## src/rtl/uart_rx_ctrl.sv

```systemverilog
// 16x-oversampled UART receiver (8 data bits, 1 stop) with a small receive FIFO.
// Define UART_RX_PARITY_EN to add an even-parity bit between the data and stop bits.
module uart_rx_ctrl #(
    parameter int OVS_DIV    = 27,
    parameter int FIFO_DEPTH = 4
) (
    input  logic                          clk,
    input  logic                          rstn,
    input  logic                          en,
    input  logic                          din,
    output logic [7:0]                    m_data,
    output logic                          m_valid,
    input  logic                          m_ready,
    output logic                          busy,
    output logic                          frame_err,
    output logic                          par_err,
    output logic                          overrun,
    output logic [$clog2(FIFO_DEPTH):0]   fifo_count
);

    localparam int AW = $clog2(FIFO_DEPTH);
    localparam int CW = AW + 1;
    localparam int DW = $clog2(OVS_DIV);
    localparam logic [DW-1:0] DIV_LAST = DW'(OVS_DIV - 1);
    localparam logic [CW-1:0] FULL_CNT = CW'(FIFO_DEPTH);

    typedef enum logic [2:0] {
        IDLE,
        START,
        DATA,
`ifdef UART_RX_PARITY_EN
        PARITY,
`endif
        STOP,
        WAIT_HIGH
    } state_t;

    state_t          state;
    logic            din_p0;
    logic            din_p1;
    logic [DW-1:0]   div_cnt;
    logic            tick;
    logic [3:0]      tick_cnt;
    logic [2:0]      bit_cnt;
    logic [7:0]      shift_reg;
    logic [7:0]      mem [FIFO_DEPTH];
    logic [AW-1:0]   wr_ptr;
    logic [AW-1:0]   rd_ptr;
    logic            rx;
    logic            pop;
    logic            full;
    logic            can_push;
    logic            stop_tick;
    logic            push;

    // Input synchronizer: the line idles high, so the flops reset to 1.
    always_ff @(posedge clk or negedge rstn) begin
        if (!rstn) begin
            din_p0 <= 1'b1;
            din_p1 <= 1'b1;
        end else begin
            din_p0 <= din;
            din_p1 <= din_p0;
        end
    end

    assign rx = din_p1;

    // Oversample divider, held at zero while the receiver is disabled.
    always_ff @(posedge clk or negedge rstn) begin
        if (!rstn) begin
            div_cnt <= '0;
        end else if (!en || tick) begin
            div_cnt <= '0;
        end else begin
            div_cnt <= div_cnt + 1'b1;
        end
    end

    assign tick = en && (div_cnt == DIV_LAST);

    assign pop       = m_valid && m_ready;
    assign full      = (fifo_count == FULL_CNT);
    assign can_push  = !full || pop;
    assign stop_tick = tick && (state == STOP) && (tick_cnt == 4'd15);
    assign push      = stop_tick && rx && can_push;

    // Receive FSM
    always_ff @(posedge clk or negedge rstn) begin
        if (!rstn) begin
            state     <= IDLE;
            tick_cnt  <= 4'd0;
            bit_cnt   <= 3'd0;
            frame_err <= 1'b0;
            overrun   <= 1'b0;
`ifdef UART_RX_PARITY_EN
            par_err   <= 1'b0;
`endif
        end else begin
            frame_err <= 1'b0;
            overrun   <= 1'b0;
`ifdef UART_RX_PARITY_EN
            par_err   <= 1'b0;
`endif
            if (!en) begin
                state    <= IDLE;
                tick_cnt <= 4'd0;
                bit_cnt  <= 3'd0;
            end else if (tick) begin
                case (state)
                    IDLE: begin
                        if (!rx) begin
                            state    <= START;
                            tick_cnt <= 4'd0;
                        end
                    end
                    START: begin
                        tick_cnt <= tick_cnt + 4'd1;
                        if (tick_cnt == 4'd7) begin
                            if (rx) begin
                                state <= IDLE;
                            end else begin
                                state    <= DATA;
                                tick_cnt <= 4'd0;
                                bit_cnt  <= 3'd0;
                            end
                        end
                    end
                    DATA: begin
                        tick_cnt <= tick_cnt + 4'd1;
                        if (tick_cnt == 4'd15) begin
                            bit_cnt <= bit_cnt + 3'd1;
                            if (bit_cnt == 3'd7) begin
`ifdef UART_RX_PARITY_EN
                                state <= PARITY;
`else
                                state <= STOP;
`endif
                            end
                        end
                    end
`ifdef UART_RX_PARITY_EN
                    PARITY: begin
                        tick_cnt <= tick_cnt + 4'd1;
                        if (tick_cnt == 4'd15) begin
                            if (rx != ^shift_reg) begin
                                par_err <= 1'b1;
                                state   <= IDLE;
                            end else begin
                                state <= STOP;
                            end
                        end
                    end
`endif
                    STOP: begin
                        tick_cnt <= tick_cnt + 4'd1;
                        if (tick_cnt == 4'd15) begin
                            if (rx) begin
                                overrun <= !can_push;
                                state   <= IDLE;
                            end else begin
                                frame_err <= 1'b1;
                                state     <= WAIT_HIGH;
                            end
                        end
                    end
                    WAIT_HIGH: begin
                        if (rx) begin
                            state <= IDLE;
                        end
                    end
                    default: state <= IDLE;
                endcase
            end
        end
    end

`ifndef UART_RX_PARITY_EN
    assign par_err = 1'b0;
`endif

    // Data bits arrive LSB first, so each new bit enters at the top.
    always_ff @(posedge clk) begin
        if (tick && (state == DATA) && (tick_cnt == 4'd15)) begin
            shift_reg <= {rx, shift_reg[7:1]};
        end
    end

    assign busy = (state != IDLE);

    // Receive FIFO
    always_ff @(posedge clk) begin
        if (push) begin
            mem[wr_ptr] <= shift_reg;
        end
    end

    always_ff @(posedge clk or negedge rstn) begin
        if (!rstn) begin
            wr_ptr     <= '0;
            rd_ptr     <= '0;
            fifo_count <= '0;
        end else begin
            if (push) begin
                wr_ptr <= wr_ptr + 1'b1;
            end
            if (pop) begin
                rd_ptr <= rd_ptr + 1'b1;
            end
            case ({push, pop})
                2'b10:   fifo_count <= fifo_count + 1'b1;
                2'b01:   fifo_count <= fifo_count - 1'b1;
                default: fifo_count <= fifo_count;
            endcase
        end
    end

    assign m_valid = (fifo_count != '0);
    assign m_data  = m_valid ? mem[rd_ptr] : 8'h00;

endmodule

```

## config.mk

```make
export PLATFORM = sky130hd
export DESIGN_NAME = uart_rx_ctrl
export DESIGN_NICKNAME = d
export VERILOG_FILES = /design/src/rtl/uart_rx_ctrl.sv
export SDC_FILE = /design/constraint.sdc
export NUM_CORES = 1
export LEC_CHECK = 0
export BUFFER_PORTS_ARGS = -buffer_cell sky130_fd_sc_hd__clkbuf_2
export CAP_MARGIN = 20
export CORE_ASPECT_RATIO = 0.6
export CORE_MARGIN = 2
export CORE_UTILIZATION = 27
export CTS_CLUSTER_SIZE = 30
export DETAILED_ROUTE_END_ITERATION = 7
export GPL_TIMING_DRIVEN = 0
export SLEW_MARGIN = 20
export SYNTH_ARGS = -nofsm -noshare
export SYNTH_HDL_FRONTEND = slang
export SYNTH_SLANG_ARGS = --single-unit
```

## constraint.sdc

```tcl
create_clock -name clk -period 2.6 [get_ports clk]
set_input_delay 0.39 -clock clk [delete_from_list [all_inputs] [get_ports clk]]
set_output_delay 0.39 -clock clk [all_outputs]
set_load 0.05 [all_outputs]
```

==> results <==
- The boundary pin count is 21.
- The kind of cell with the highest combined delay on the critical path is adder cells.
- Along the worst path, the maximum fanout reaches 7.
- Synthesis handed over a netlist of 209 instances.
- The run finished with clean final reports.
- The largest total area in the synthesized netlist belongs to edfxtp_1.
- The synthesized netlist occupies a cell area of 2960 µm².
- After detailed routing, the average wire length per cell comes to 13.8 µm.
- The vias after detailed routing is 1742.
- For this run, design rule violations remaining after detail routing come to 0.
- The filler cell count in the final layout is 1021.
- The least setup slack across all paths after layout is 0.182 ns.
- The detailed-router iteration count before antenna repair is 4.
- The worst clock skew is 0.00726 ns.
- The met3 layer usage reported by global route is 3.89%.
- The library cell used most frequently in the layout, excluding fill and tap cells, is edfxtp_1.
- The maximum number of pins on one net before global-route repair is 27.
- Summing all flip-flop and latch instances after layout gives 1850 µm².
- The worst reg-to-reg path cell count is 9.
- Yosys printed 0 warnings.
- The setup total negative slack is 0 ns.
- The count of hold buffers inserted by post-cts repair is 0.
- In the post-synthesis netlist, the biggest area contributors are edfxtp_1 (41%), dfrtp_1 (20%), mux4_2 (6.1%).
- Buffers placed on the I/O ports in this run total 19.
- On the worst path, the slowest cell contributes a delay of 0.41 ns.
- The count of buffering cells on the critical path with inverters included is 2.
- The actual transition at the worst max-transition pin is 0.661 ns.
- The number of flip-flops in the largest register is 32.
- For this run, the post-layout net count is 258.
- The area of the multi-input gates is 1050 µm².
- The min-delay analysis places its worst path in the category input pin to async pin.
- Dividing the detail-routed via count by the number of cells gives 4.50.
- The period utilization is 93.0%.
- The most utilized layer in the global route result is met1.
- The portion of the post-synthesis area used by sequential elements is 62.6%.
- The H-tree was split into 3 levels.
- Timing analysis after detailed placement gives a worst setup slack of -0.0946 ns.
- The clock insertion delay at the later pin of the skew report is 0.33 ns.
- The netlist uses 45 different library cells.
- The arrival time of data at the critical path endpoint is 2.67 ns.
- Global routing consumed, on the met1 layer, 14.3% of the routing resources.
- In the synthesized netlist the dominant register cell turns out to be edfxtp_1.
- The number of pins with negative max-slew slack in the final report is 0.
- Relative to the synthesized area, the layout overhead comes to 19.2%.
- The endpoint identified for the worst register-to-register timing path is fifo_count[2].
- The top cell type's share of synthesized area is 40.5%.
- The element type at the critical path end is a flop.
- In this run the static leakage power is 1.44 nW.
- For this design, the slowest cell found on the critical path is dfrtp_1.
- The die is 85.1 µm tall.
- In the synthesized netlist the async set-or-reset flop fraction comes to 39.4%.
- The startpoint identified for the worst register-to-register timing path is div_cnt[0].
- The number of global-route vias before repair is 1731.
- The wire length of the first global-routing pass is 9.18 mm.
- The critical path class is flop to flop.
- The congestion estimate from routability-driven global placement came to 0.837.
- Setup violations remaining at the end of the flow were counted as 0.
- The horizontal die dimension is 139 µm.
- At the worst endpoint, the required time is 2.85 ns.
- The maximum clock path buffer count is 2.
- Clock-pin slew was measured on the worst setup and hold paths at 0.05 ns.
- The starting utilization of the core area is 27.9%.
- The average instance in the mapped netlist occupies 14.2 µm².
- The HPWL after detailed placement is 3.69 mm.
- The number of antenna violations at the first check in global routing is 0.
- For this run the aggregate overflow at the end of global routing stands at 0.
- VDD sags by at most 536 µV.
- The worst slew slack as a fraction of its limit is 55.9%.
- The total clock buffers created by CTS is 9.
- The fraction of final layout cells sized beyond drive strength 1 is 24.2%.
- The met2 routing resource usage after global routing is 14.1%.
- Walking the worst path, the cells encountered are inv_1, ha_1, nand4b_4, nor4_4, buf_6, nor2_1, fa_1, o31ai_1, xor2_1.
- The max capacitance violation total is 0.
- The setup check on the worst reg-to-reg path leaves a slack of 0.18 ns.
- Row generation in the floorplan step produced 29 rows.
- The root buffer cell is clkbuf_16.
- The aggregate global-route resource usage is 10.2%.
- The clock drives 66 sinks.
- The finished layout holds 387 standard cells, fillers aside.
- The detailed router finished its first iteration with 115 violations.
- TritonCTS built the clock tree.
- Overall power consumption after layout is estimated at 3.45 mW.
- The full die area is 11900 µm².
- 0 antenna diodes ended up in the layout.
- Once layout is complete, the utilization of the core stands at 33.2%.
- In this run the remaining antenna-violating nets after routing total 0.
- Power spread over the standard cell area amounts to 976 nW/µm².
- Setup repair after global routing left no endpoint under its margin.
- The placed instance count is 368.
- The floorplan core area is 10600 µm².
- The post-synthesis register bit count is 66.
- The worst setup path is launched from a flop.
- The post-route minimum period is 2.42 ns.
- The number of synthesized flops with an enable pin is 40.
- Wires add up to 5.35 mm.
- Synthesis produced a netlist with a net count of 224.
- The upper clock frequency limit is 413 MHz.
- The hold violation total from the final report is 0.
- The top cell types in the final layout, fill and taps aside, are edfxtp_1 (40), dfrtp_1 (24), nor2_1 (19), clkbuf_2 (19).
[power by group]
| group | internal [mW] | total (mW) | switching [mW] |
|---|---|---|---|
| Combinational | 0.368 | 1.19 | 0.825 |
| Sequential | 1.17 | 1.23 | 0.0644 |
| Clock | 0.630 | 1.02 | 0.395 |
| Total | 2.16 | 3.45 | 1.28 |
[worst register-to-register path: stages, from the launching register on]
cell and delay [ns]:
dfrtp_1 0.41, inv_1 0.08, ha_1 0.20, nand4b_4 0.18
nor4_4 0.35, buf_6 0.16, nor2_1 0.05, fa_1 0.39
o31ai_1 0.33, xor2_1 0.18
[how the worst max path moves through the flow]
stage | from | end | slack, ns | cells after the start
6_report | div_cnt[0] | fifo_count[2] | 0.18 | 9
2_1_floorplan | fifo_count[0] | m_data[0] | 0.18 | 3
3_3_place_gp | div_cnt[0] | shift_reg[4] | -0.06 | 4
3_5_place_dp | div_cnt[0] | fifo_count[1] | -0.09 | 9
5_1_grt | div_cnt[0] | fifo_count[1] | 0.006 | 9
4_1_cts | tick_cnt[0] | fifo_count[1] | 0.08 | 8
[synthesized netlist by cell type, types with 2 or more instances]
master	instances
nor2_1	19
o31ai_1	2
ha_1	9
nand2_1	8
edfxtp_1	40
or3_1	3
xor2_1	3
a21o_1	2
o21ai_0	4
dfrtp_1	24
nand3b_1	3
clkbuf_1	4
mux2_2	5
inv_1	9
o211ai_1	2
xnor2_1	6
buf_2	3
nand4_1	2
nor2b_1	2
and2_1	9
dfstp_2	2
nor3b_1	2
and3_1	5
nor4_1	2
mux4_2	8
nor3_1	3
nand2b_1	2
nand3_1	9
[kinds of logic (layout without fill, tap and decap cells)]
family,count (synthesis),count (layout),synth area share (%)
AND/OR/NAND/NOR,75,75,15.1
other,1,1,0.127
buffers and inverters,17,56,2.41
adder cells (fa/ha/maj),10,10,4.48
flip-flops,66,66,62.6
AO/OA/AOI/OAI,18,18,4.65
XOR/XNOR,9,9,2.66
multiplexers,13,13,7.98
[what timing repair did]
| action | 4_1_cts | 5_1_grt |
|---|---|---|
| resized for setup | 0 | 4 |
| endpoints found under the setup margin | 2 | 2 |
| pin swaps | 1 | 1 |
| setup buffers | 1 | 2 |
| cloned | 0 | 0 |
[layer usage]
layer | wire length [µm] | part of all wire, %
met5 | 0 | 0
met4 | 64 | 1.2
met3 | 295 | 5.5
met2 | 2270 | 42
met1 | 2720 | 51
[layout make-up]
| cell class | instances | share of cell area, % |
|---|---|---|
| clock inverter | 5 | 0.602 |
| inverter | 9 | 0.957 |
| clock buffer | 11 | 6.59 |
| sequential | 66 | 52.5 |
| tap | 139 | 4.93 |
| buffer | 8 | 1.24 |
| timing repair buffer | 23 | 3.54 |
| multi-input combinational | 126 | 29.6 |
[through the flow]
step / instance area, µm² / hold slack, ns
6_report: 3530 / 0.0856
3_5_place_dp: 3250 / 0.348
5_1_grt: 3530 / 0.137
4_1_cts: 3510 / 0.107
3_3_place_gp: 3230 / 0.346
2_1_floorplan: 2960 / 0.0944
Power figures use the tool's default switching activity.
